[config.mk]
export PLATFORM = sky130hd
export DESIGN_NAME = cam_stream_gen
export DESIGN_NICKNAME = d
export VERILOG_FILES = /design/src/rtl/cam_pkg.sv /design/src/rtl/cam_pattern_rgb565.sv /design/src/rtl/cam_stream_gen.sv
export SDC_FILE = /design/constraint.sdc
export NUM_CORES = 1
export LEC_CHECK = 0
export ABC_AREA = 1
export CAP_MARGIN = 20
export CELL_PAD_IN_SITES_DETAIL_PLACEMENT = 2
export CELL_PAD_IN_SITES_GLOBAL_PLACEMENT = 2
export CORE_AREA = 2 2 73 144
export DETAILED_ROUTE_END_ITERATION = 7
export DIE_AREA = 0 0 75 146
export DONT_BUFFER_PORTS = 1
export PLACE_DENSITY_LB_ADDON = 0.1
export SLEW_MARGIN = 5
export SYNTH_ARGS = -nofsm -noshare
export SYNTH_HDL_FRONTEND = slang
export SYNTH_SLANG_ARGS = --single-unit
[constraint.sdc]
create_clock -name pclk -period 3.8 [get_ports pclk]
set_input_delay 0.38 -clock pclk [delete_from_list [all_inputs] [get_ports pclk]]
set_output_delay 0.38 -clock pclk [all_outputs]
set_load 0.01 [all_outputs]
[src/rtl/cam_pkg.sv]
// Shared definitions for the camera stream generator and the capture path.
package cam_pkg;

  // Default frame geometry shared with the capture block
  localparam int unsigned CAM_H_PX = 160;
  localparam int unsigned CAM_V_LN = 120;

  // RGB565 colour constants
  localparam logic [15:0] RGB_WHITE   = 16'hFFFF;
  localparam logic [15:0] RGB_YELLOW  = 16'hFFE0;
  localparam logic [15:0] RGB_CYAN    = 16'h07FF;
  localparam logic [15:0] RGB_GREEN   = 16'h07E0;
  localparam logic [15:0] RGB_MAGENTA = 16'hF81F;
  localparam logic [15:0] RGB_RED     = 16'hF800;
  localparam logic [15:0] RGB_BLUE    = 16'h001F;
  localparam logic [15:0] RGB_BLACK   = 16'h0000;

  // pattern_sel encodings
  typedef enum logic [1:0] {
    PAT_SOLID   = 2'd0,
    PAT_BARS    = 2'd1,
    PAT_CHECKER = 2'd2,
    PAT_RAMP    = 2'd3
  } pattern_e;

  // Generator FSM states
  typedef enum logic [2:0] {
    ST_IDLE   = 3'd0,
    ST_VSYNC  = 3'd1,
    ST_VBP    = 3'd2,
    ST_ACTIVE = 3'd3,
    ST_HBLANK = 3'd4,
    ST_VFP    = 3'd5
  } state_e;

  // One cycle of the parallel camera bus
  typedef struct packed {
    logic       vsync;
    logic       href;
    logic [7:0] data;
  } cam_bus_t;

  // Colour-bar palette, bar 0 on the left
  function automatic logic [15:0] bar_colour(input logic [2:0] idx);
    case (idx)
      3'd0:    bar_colour = RGB_WHITE;
      3'd1:    bar_colour = RGB_YELLOW;
      3'd2:    bar_colour = RGB_CYAN;
      3'd3:    bar_colour = RGB_GREEN;
      3'd4:    bar_colour = RGB_MAGENTA;
      3'd5:    bar_colour = RGB_RED;
      3'd6:    bar_colour = RGB_BLUE;
      default: bar_colour = RGB_BLACK;
    endcase
  endfunction

endpackage

[src/rtl/cam_pattern_rgb565.sv]
// Test-pattern colour generator: maps pixel coordinates to an RGB565 value.
module cam_pattern_rgb565
  import cam_pkg::*;
#(
  parameter int unsigned H_PX  = CAM_H_PX,
  parameter int unsigned XW    = 8,
  parameter int unsigned YW    = 7,
  parameter logic [15:0] SOLID = RGB_RED
) (
  input  logic [XW-1:0] i_x,
  input  logic [YW-1:0] i_y,
  input  pattern_e      i_pattern,
  input  logic [15:0]   i_ramp,
  output logic [15:0]   o_colour_c
);

  // Bar width in pixels; narrow frames collapse to one-pixel bars
  localparam int unsigned BAR_W = (H_PX >= 8) ? (H_PX / 8) : 1;

  logic [31:0] w_bar_q;
  logic [2:0]  w_bar_idx;
  logic        w_cell;

  // Bar index saturates at the rightmost bar when H_PX is not a multiple of 8
  assign w_bar_q   = 32'(i_x) / 32'(BAR_W);
  assign w_bar_idx = (w_bar_q > 32'd7) ? 3'd7 : 3'(w_bar_q);

  // 8x8 checker cell parity
  assign w_cell = ((((32'(i_x) >> 3) ^ (32'(i_y) >> 3)) & 32'd1) != 32'd0);

  // Select the colour for the requested pattern
  always_comb begin
    o_colour_c = SOLID;
    case (i_pattern)
      PAT_SOLID:   o_colour_c = SOLID;
      PAT_BARS:    o_colour_c = bar_colour(w_bar_idx);
      PAT_CHECKER: o_colour_c = w_cell ? RGB_WHITE : RGB_BLACK;
      PAT_RAMP:    o_colour_c = i_ramp;
      default:     o_colour_c = SOLID;
    endcase
  end

endmodule

[src/rtl/cam_stream_gen.sv]
// OV7670-style parallel camera transmitter: vsync/href/RGB565 byte stream
// carrying synthetic test patterns, all outputs registered on pclk.
module cam_stream_gen
  import cam_pkg::*;
#(
  parameter int unsigned H_PX    = CAM_H_PX,
  parameter int unsigned V_LN    = CAM_V_LN,
  parameter int unsigned VS_LN   = 3,
  parameter int unsigned VBP_LN  = 2,
  parameter int unsigned VFP_LN  = 2,
  parameter int unsigned H_BLANK = 16,
  parameter logic [15:0] SOLID   = 16'hF800
) (
  input  logic       pclk,
  input  logic       rst,
  input  logic       enable,
  input  logic [1:0] pattern_sel,
  output logic       vsync,
  output logic       href,
  output logic [7:0] px_data,
  output logic       frame_done,
  output logic       busy,
  output logic [7:0] frame_cnt
);

  localparam int unsigned LINE_T = 2 * H_PX + H_BLANK;
  localparam int unsigned ACT_T  = 2 * H_PX;
  localparam int unsigned VS_T   = VS_LN * LINE_T;
  localparam int unsigned VBP_T  = VBP_LN * LINE_T;
  localparam int unsigned VFP_T  = VFP_LN * LINE_T;
  localparam int unsigned MAX_A  = (VS_T > VBP_T) ? VS_T : VBP_T;
  localparam int unsigned MAX_B  = (VFP_T > ACT_T) ? VFP_T : ACT_T;
  localparam int unsigned MAX_T  = (MAX_A > MAX_B) ? MAX_A : MAX_B;
  localparam int unsigned CNT_W  = (MAX_T > 1) ? $clog2(MAX_T) : 1;
  localparam int unsigned XW     = (H_PX > 1) ? $clog2(H_PX) : 1;
  localparam int unsigned YW     = (V_LN > 1) ? $clog2(V_LN) : 1;

  localparam logic [CNT_W-1:0] VS_LAST   = CNT_W'(VS_T - 1);
  localparam logic [CNT_W-1:0] VBP_LAST  = CNT_W'(VBP_T - 1);
  localparam logic [CNT_W-1:0] VFP_LAST  = CNT_W'(VFP_T - 1);
  localparam logic [CNT_W-1:0] ACT_LAST  = CNT_W'(ACT_T - 1);
  localparam logic [CNT_W-1:0] HB_LAST   = CNT_W'(H_BLANK - 1);
  localparam logic [YW-1:0]    LINE_LAST = YW'(V_LN - 1);

  state_e           r_state;
  logic [CNT_W-1:0] r_cnt;
  logic [YW-1:0]    r_line;
  logic [15:0]      r_ramp;
  pattern_e         r_pat;

  state_e           w_state_nxt;
  logic [CNT_W-1:0] w_cnt_nxt;
  logic [YW-1:0]    w_line_nxt;
  logic [15:0]      w_ramp_nxt;
  pattern_e         w_pat_nxt;
  logic [XW-1:0]    w_x_nxt;
  logic [15:0]      w_colour;
  cam_bus_t         w_bus_nxt;
  logic             w_done_nxt;
  logic             w_busy_nxt;
  logic [7:0]       w_fcnt_nxt;

  // State and timing-counter registers
  always_ff @(posedge pclk or negedge rst) begin
    if (!rst) begin
      r_state <= ST_IDLE;
      r_cnt   <= '0;
      r_line  <= '0;
      r_ramp  <= '0;
      r_pat   <= PAT_SOLID;
    end else begin
      r_state <= w_state_nxt;
      r_cnt   <= w_cnt_nxt;
      r_line  <= w_line_nxt;
      r_ramp  <= w_ramp_nxt;
      r_pat   <= w_pat_nxt;
    end
  end

  // Next state, cycle counter, line index and ramp counter
  always_comb begin
    w_state_nxt = r_state;
    w_cnt_nxt   = r_cnt + CNT_W'(1);
    w_line_nxt  = r_line;
    w_ramp_nxt  = r_ramp;
    w_pat_nxt   = r_pat;
    case (r_state)
      ST_IDLE: begin
        w_cnt_nxt = '0;
        if (enable) begin
          w_state_nxt = ST_VSYNC;
          w_pat_nxt   = pattern_e'(pattern_sel);
        end
      end
      ST_VSYNC: begin
        if (r_cnt == VS_LAST) begin
          w_state_nxt = ST_VBP;
          w_cnt_nxt   = '0;
        end
      end
      ST_VBP: begin
        if (r_cnt == VBP_LAST) begin
          w_state_nxt = ST_ACTIVE;
          w_cnt_nxt   = '0;
          w_line_nxt  = '0;
          w_ramp_nxt  = '0;
        end
      end
      ST_ACTIVE: begin
        // Ramp advances once per pixel, after its second byte
        if (r_cnt[0]) begin
          w_ramp_nxt = r_ramp + 16'd1;
        end
        if (r_cnt == ACT_LAST) begin
          w_cnt_nxt   = '0;
          w_state_nxt = (r_line == LINE_LAST) ? ST_VFP : ST_HBLANK;
        end
      end
      ST_HBLANK: begin
        if (r_cnt == HB_LAST) begin
          w_state_nxt = ST_ACTIVE;
          w_cnt_nxt   = '0;
          w_line_nxt  = r_line + YW'(1);
        end
      end
      ST_VFP: begin
        if (r_cnt == VFP_LAST) begin
          w_cnt_nxt = '0;
          if (enable) begin
            w_state_nxt = ST_VSYNC;
            w_pat_nxt   = pattern_e'(pattern_sel);
          end else begin
            w_state_nxt = ST_IDLE;
          end
        end
      end
      default: begin
        w_state_nxt = ST_IDLE;
        w_cnt_nxt   = '0;
      end
    endcase
  end

  // Pixel x of the byte that goes out next cycle
  assign w_x_nxt = XW'(w_cnt_nxt >> 1);

  cam_pattern_rgb565 #(
    .H_PX  (H_PX),
    .XW    (XW),
    .YW    (YW),
    .SOLID (SOLID)
  ) u_pattern (
    .i_x        (w_x_nxt),
    .i_y        (w_line_nxt),
    .i_pattern  (w_pat_nxt),
    .i_ramp     (w_ramp_nxt),
    .o_colour_c (w_colour)
  );

  // Next-cycle bus values and frame bookkeeping, derived from the next state
  always_comb begin
    w_bus_nxt       = '0;
    w_done_nxt      = 1'b0;
    w_fcnt_nxt      = frame_cnt;
    w_busy_nxt      = (w_state_nxt != ST_IDLE);
    w_bus_nxt.vsync = (w_state_nxt == ST_VSYNC);
    if (w_state_nxt == ST_ACTIVE) begin
      w_bus_nxt.href = 1'b1;
      w_bus_nxt.data = w_cnt_nxt[0] ? w_colour[7:0] : w_colour[15:8];
    end
    if ((w_state_nxt == ST_VFP) && (w_cnt_nxt == VFP_LAST)) begin
      w_done_nxt = 1'b1;
      w_fcnt_nxt = frame_cnt + 8'd1;
    end
  end

  // Output registers
  always_ff @(posedge pclk or negedge rst) begin
    if (!rst) begin
      vsync      <= 1'b0;
      href       <= 1'b0;
      px_data    <= 8'd0;
      frame_done <= 1'b0;
      busy       <= 1'b0;
      frame_cnt  <= 8'd0;
    end else begin
      vsync      <= w_bus_nxt.vsync;
      href       <= w_bus_nxt.href;
      px_data    <= w_bus_nxt.data;
      frame_done <= w_done_nxt;
      busy       <= w_busy_nxt;
      frame_cnt  <= w_fcnt_nxt;
    end
  end

endmodule

==> key figures <==
Status
  – Status: completed

CTS
  – H-tree Lvls: 3
  – CTS tree: built
  – CTS Sinks: 58
  – Maximum root-to-sink buffer count: 2
  – CTS clk-pin slew, worst paths: around 0.050 ns
  – Root buffer cell: clkbuf_16
  – Post-CTS Setup Bufs: 0
  – Worst skew pair latency: around 0.33 ns
  – CTS buffer count: 9

Global route
  – Initial antenna violation count: 0
  – Vias in the first global route: between 3000 and 4000
  – GRT overflow: 0
  – Global-route wire length before repair: between 15000 and 20000 um
  – Overall Global Routing Usage: 0.237
  – Largest net degree at the start of global routing: between 50 and 60

STA
  – Highest Clock Rate: a little under 300 MHz
  – Clock Skew: a little under 0.006 ns
  – Setup tns final: 0 ns
  – Final period util: 0.909
  – Max_slew headroom: 0.566
  – Post-layout worst setup margin: ~0.35 ns
  – Unrepaired setup endpoints after global routing: false
  – Slew @ Worst Pin: 0.648 ns
  – Tmin final: roughly 3.5 ns
  – Final setup viols: 0
  – Final Max Slew Viols: 0
  – Final Hold Viols: 0

Die
  – Starting density of the core: 0.372
  – Full die area: 11000 sq um
  – Core area: 9760 sq um
  – FP Rows: 51
  – DIE WIDTH: 75 um
  – DIE HEIGHT: 146 um
  – Boundary pin count: 25

Power
  – Switching Fraction: 0.211
  – P_sw: between 0.0002 and 0.0003 W
  – Tot Pwr: around 0.0014 W
  – Internal power: 0.00109 W
  – Pwr per Cell Area: 335 nW/um^2
  – Leak: between 1.5 and 2 nW
  – Clock power share: 0.541
  – Seq pwr share: 0.447
  – Comb pwr share: 0.012
  – Worst vdd ir: 198 uV

Critical path
  – Crit. End Element: register
  – Path depth of the worst reg2reg path: 20
  – Setup crit end: px_data[0]$_DFF_PN0_
  – FF-to-FF Start: r_cnt[0]$_DFF_PN0_
  – Flop-to-flop setup slack: 0.35 ns
  – CP max FO: 9
  – WP data required: 4.04 ns
  – CP Class: reg -> reg
  – CP startpoint kind: register
  – Worst path arrival time: 3.69 ns
  – Reg-to-reg endpoint: px_data[0]$_DFF_PN0_
  – Worst Setup SP: r_cnt[0]$_DFF_PN0_

Run
  – Max-cap violation count: 0

Drt
  – DR iter-0 viols: 91
  – DRT Pass-1 Iters: 4
  – Via density: roughly 5.3
  – Total number of vias: 3326
  – Wire per inst: 18.7 um
  – Routed Antenna Nets: 0
  – Drt drc: 0
  – WL final: 11700 um

Synthesis
  – Ys flop type: dfrtp_1
  – Post-synthesis sequential area ratio: 0.400
  – Syn Inst Count: around 480
  – Synthesized Nets: 486
  – Synth cell types: 48
  – Seq cells post-synth: 58
  – Cell area after synthesis: 3630 sq um
  – Post-synth EDFFs: 0
  – Syn. warnings: 0
  – Ys async rst share: 1.00
  – Avg Inst Size Synth: 7.63 sq um

Cells and area
  – Reg area: 1450 sq um
  – Area growth from synthesis to final layout: 13.9%
  – Share of cells above drive strength 1: 0.145
  – Final Net Count: between 500 and 600
  – N_diodes: 0
  – Area used by multi-input combinational logic: 1870 sq um
  – Fill count: 1175
  – Final core occ: 0.423
  – Finished Layout Cells: 627

Min path
  – Hold crit path type: in -> reg

Placement
  – Detailed placer's ending HPWL: 9490 um
  – Port bufs: 0
  – Dpl cells: 610
  – GPL Wtd Cong: 0.833
  – DP Worst Slack: 0.293 ns
[worst max-delay path, stage by stage, from the launching register on]
cell and delay (ns):
dfrtp_2 0.44, ha_1 0.23, nand3_2 0.14, inv_2 0.11
nand3_1 0.14, nand2_2 0.11, nand2_4 0.08, nor2_8 0.22
a21oi_2 0.09, ha_1 0.32, o21ai_2 0.18, nand2_1 0.07
o21ai_1 0.22, nand3_2 0.16, inv_1 0.12, nand2_1 0.06
nand2_1 0.05, nand2_1 0.06, a21oi_2 0.13, nand4_2 0.18
a21oi_1 0.24
[cell usage after synthesis (all sizes together), types with 2 or more instances]
cell | instances | area, sq um
a31oi | 5 | 31.3
nand3b | 5 | 37.5
buf | 3 | 13.8
mux2 | 4 | 45.0
a21oi | 24 | 139
mux2i | 2 | 20.0
ha | 5 | 62.6
nand3 | 45 | 258
inv | 78 | 293
nor4 | 4 | 25.0
xnor2 | 7 | 61.3
nand4 | 11 | 75.1
nand2 | 116 | 478
o21ai | 19 | 98.9
nor3 | 10 | 55.1
xor2 | 8 | 77.6
o211ai | 3 | 22.5
nor2 | 56 | 283
dfrtp | 58 | 1450
[cells in the final DEF, fill, tap and decap left out, drive strengths merged, types with 2 or more instances in the layout]
cell | netlist | routed
mux2i | 2 | 2
clkbuf | 1 | 12
nor2 | 56 | 56
a21oi | 24 | 24
nor3 | 10 | 10
nand3 | 45 | 45
clkinv | 0 | 3
o21ai | 19 | 19
inv | 78 | 78
a31oi | 5 | 5
nand2 | 116 | 116
xnor2 | 7 | 7
o211ai | 3 | 3
nor4 | 4 | 4
xor2 | 8 | 8
ha | 5 | 5
buf | 3 | 7
mux2 | 4 | 4
nand3b | 5 | 5
dfrtp | 58 | 58
nand4 | 11 | 11
[power by group through the flow]
| stage | Sequential [W] | Clock (W) | Combinational, W |
|---|---|---|---|
| floorplan | 0.000629 | 0 | 0.000000345 |
| global placement | 0.000629 | 0 | 0.000000392 |
| detailed placement | 0.000629 | 0 | 0.000000401 |
| CTS | 0.000618 | 0.000764 | 0.0000179 |
| global route | 0.000618 | 0.000795 | 0.0000194 |
| finish | 0.000619 | 0.000748 | 0.0000167 |
[worst min path at each step]
| stage | depth (start not counted) | to | slack, ns | from |
|---|---|---|---|---|
| final | 2 | r_state[0]$_DFF_PN0_ | 0.26 | enable |
| after detailed placement | 0 | r_line[1]$_DFFE_PN0P_ | 0.09 | rst |
| after floorplan | 0 | busy$_DFF_PN0_ | 0.08 | rst |
| after global placement | 0 | r_line[1]$_DFFE_PN0P_ | 0.09 | rst |
| after CTS | 2 | r_state[0]$_DFF_PN0_ | 0.26 | enable |
| after global routing | 2 | r_state[0]$_DFF_PN0_ | 0.25 | enable |
[layer usage]
metal	vias to the layer above	GRT usage	wire length, um
met3	19	0.0464	237
met2	39	0.451	7060
met1	1696	0.237	4020
met4	0	0.0866	384
met5	-	0	0
li1	1572	-	-
[area by class of cell]
| type | count | share of cell area |
|---|---|---|
| flip-flops and latches | 58 | 0.351 |
| inverters | 78 | 0.0708 |
| clock buffers | 12 | 0.0621 |
| multi-input cells | 336 | 0.452 |
| clock inverters | 3 | 0.00363 |
| repair buffers | 8 | 0.0200 |
| well taps | 132 | 0.0400 |
[sequential cells by signal (all words and copies together), names as in the netlist]
signal / count
r_ramp: 16
r_cnt: 10
frame_cnt: 8
px_data: 8
r_line: 7
r_state: 3
r_pat: 2
busy: 1
frame_done: 1
href: 1
vsync: 1
[kinds of logic (layout without fill, tap and decap cells)]
kind of cell / Yosys count / count (layout) / synth area share
buffers and inverters: 82 / 101 / 0.0855
flip-flops: 58 / 58 / 0.400
adder cells (fa/ha/maj): 5 / 5 / 0.0172
AND/OR/NAND/NOR: 250 / 250 / 0.340
AO/OA/AOI/OAI: 60 / 60 / 0.102
multiplexers: 6 / 6 / 0.0179
XOR/XNOR: 15 / 15 / 0.0383
[what timing repair did]
action / 4_1_cts / 5_1_grt
gates resized for setup: 0 / 1
hold buffers: 2 / 0
endpoints found under the setup margin: 0 / 3
hold endpoints to repair: 58 / 0
[metrics by stage]
stage / hold WS (ns) / area (sq um)
after floorplan: 0.0844 / 3630
after global placement: 0.0861 / 3820
after detailed placement: 0.0863 / 3820
after CTS: 0.262 / 4130
after global routing: 0.254 / 4130
final: 0.262 / 4130
No activity file was read; power rests on OpenSTA's default activity.
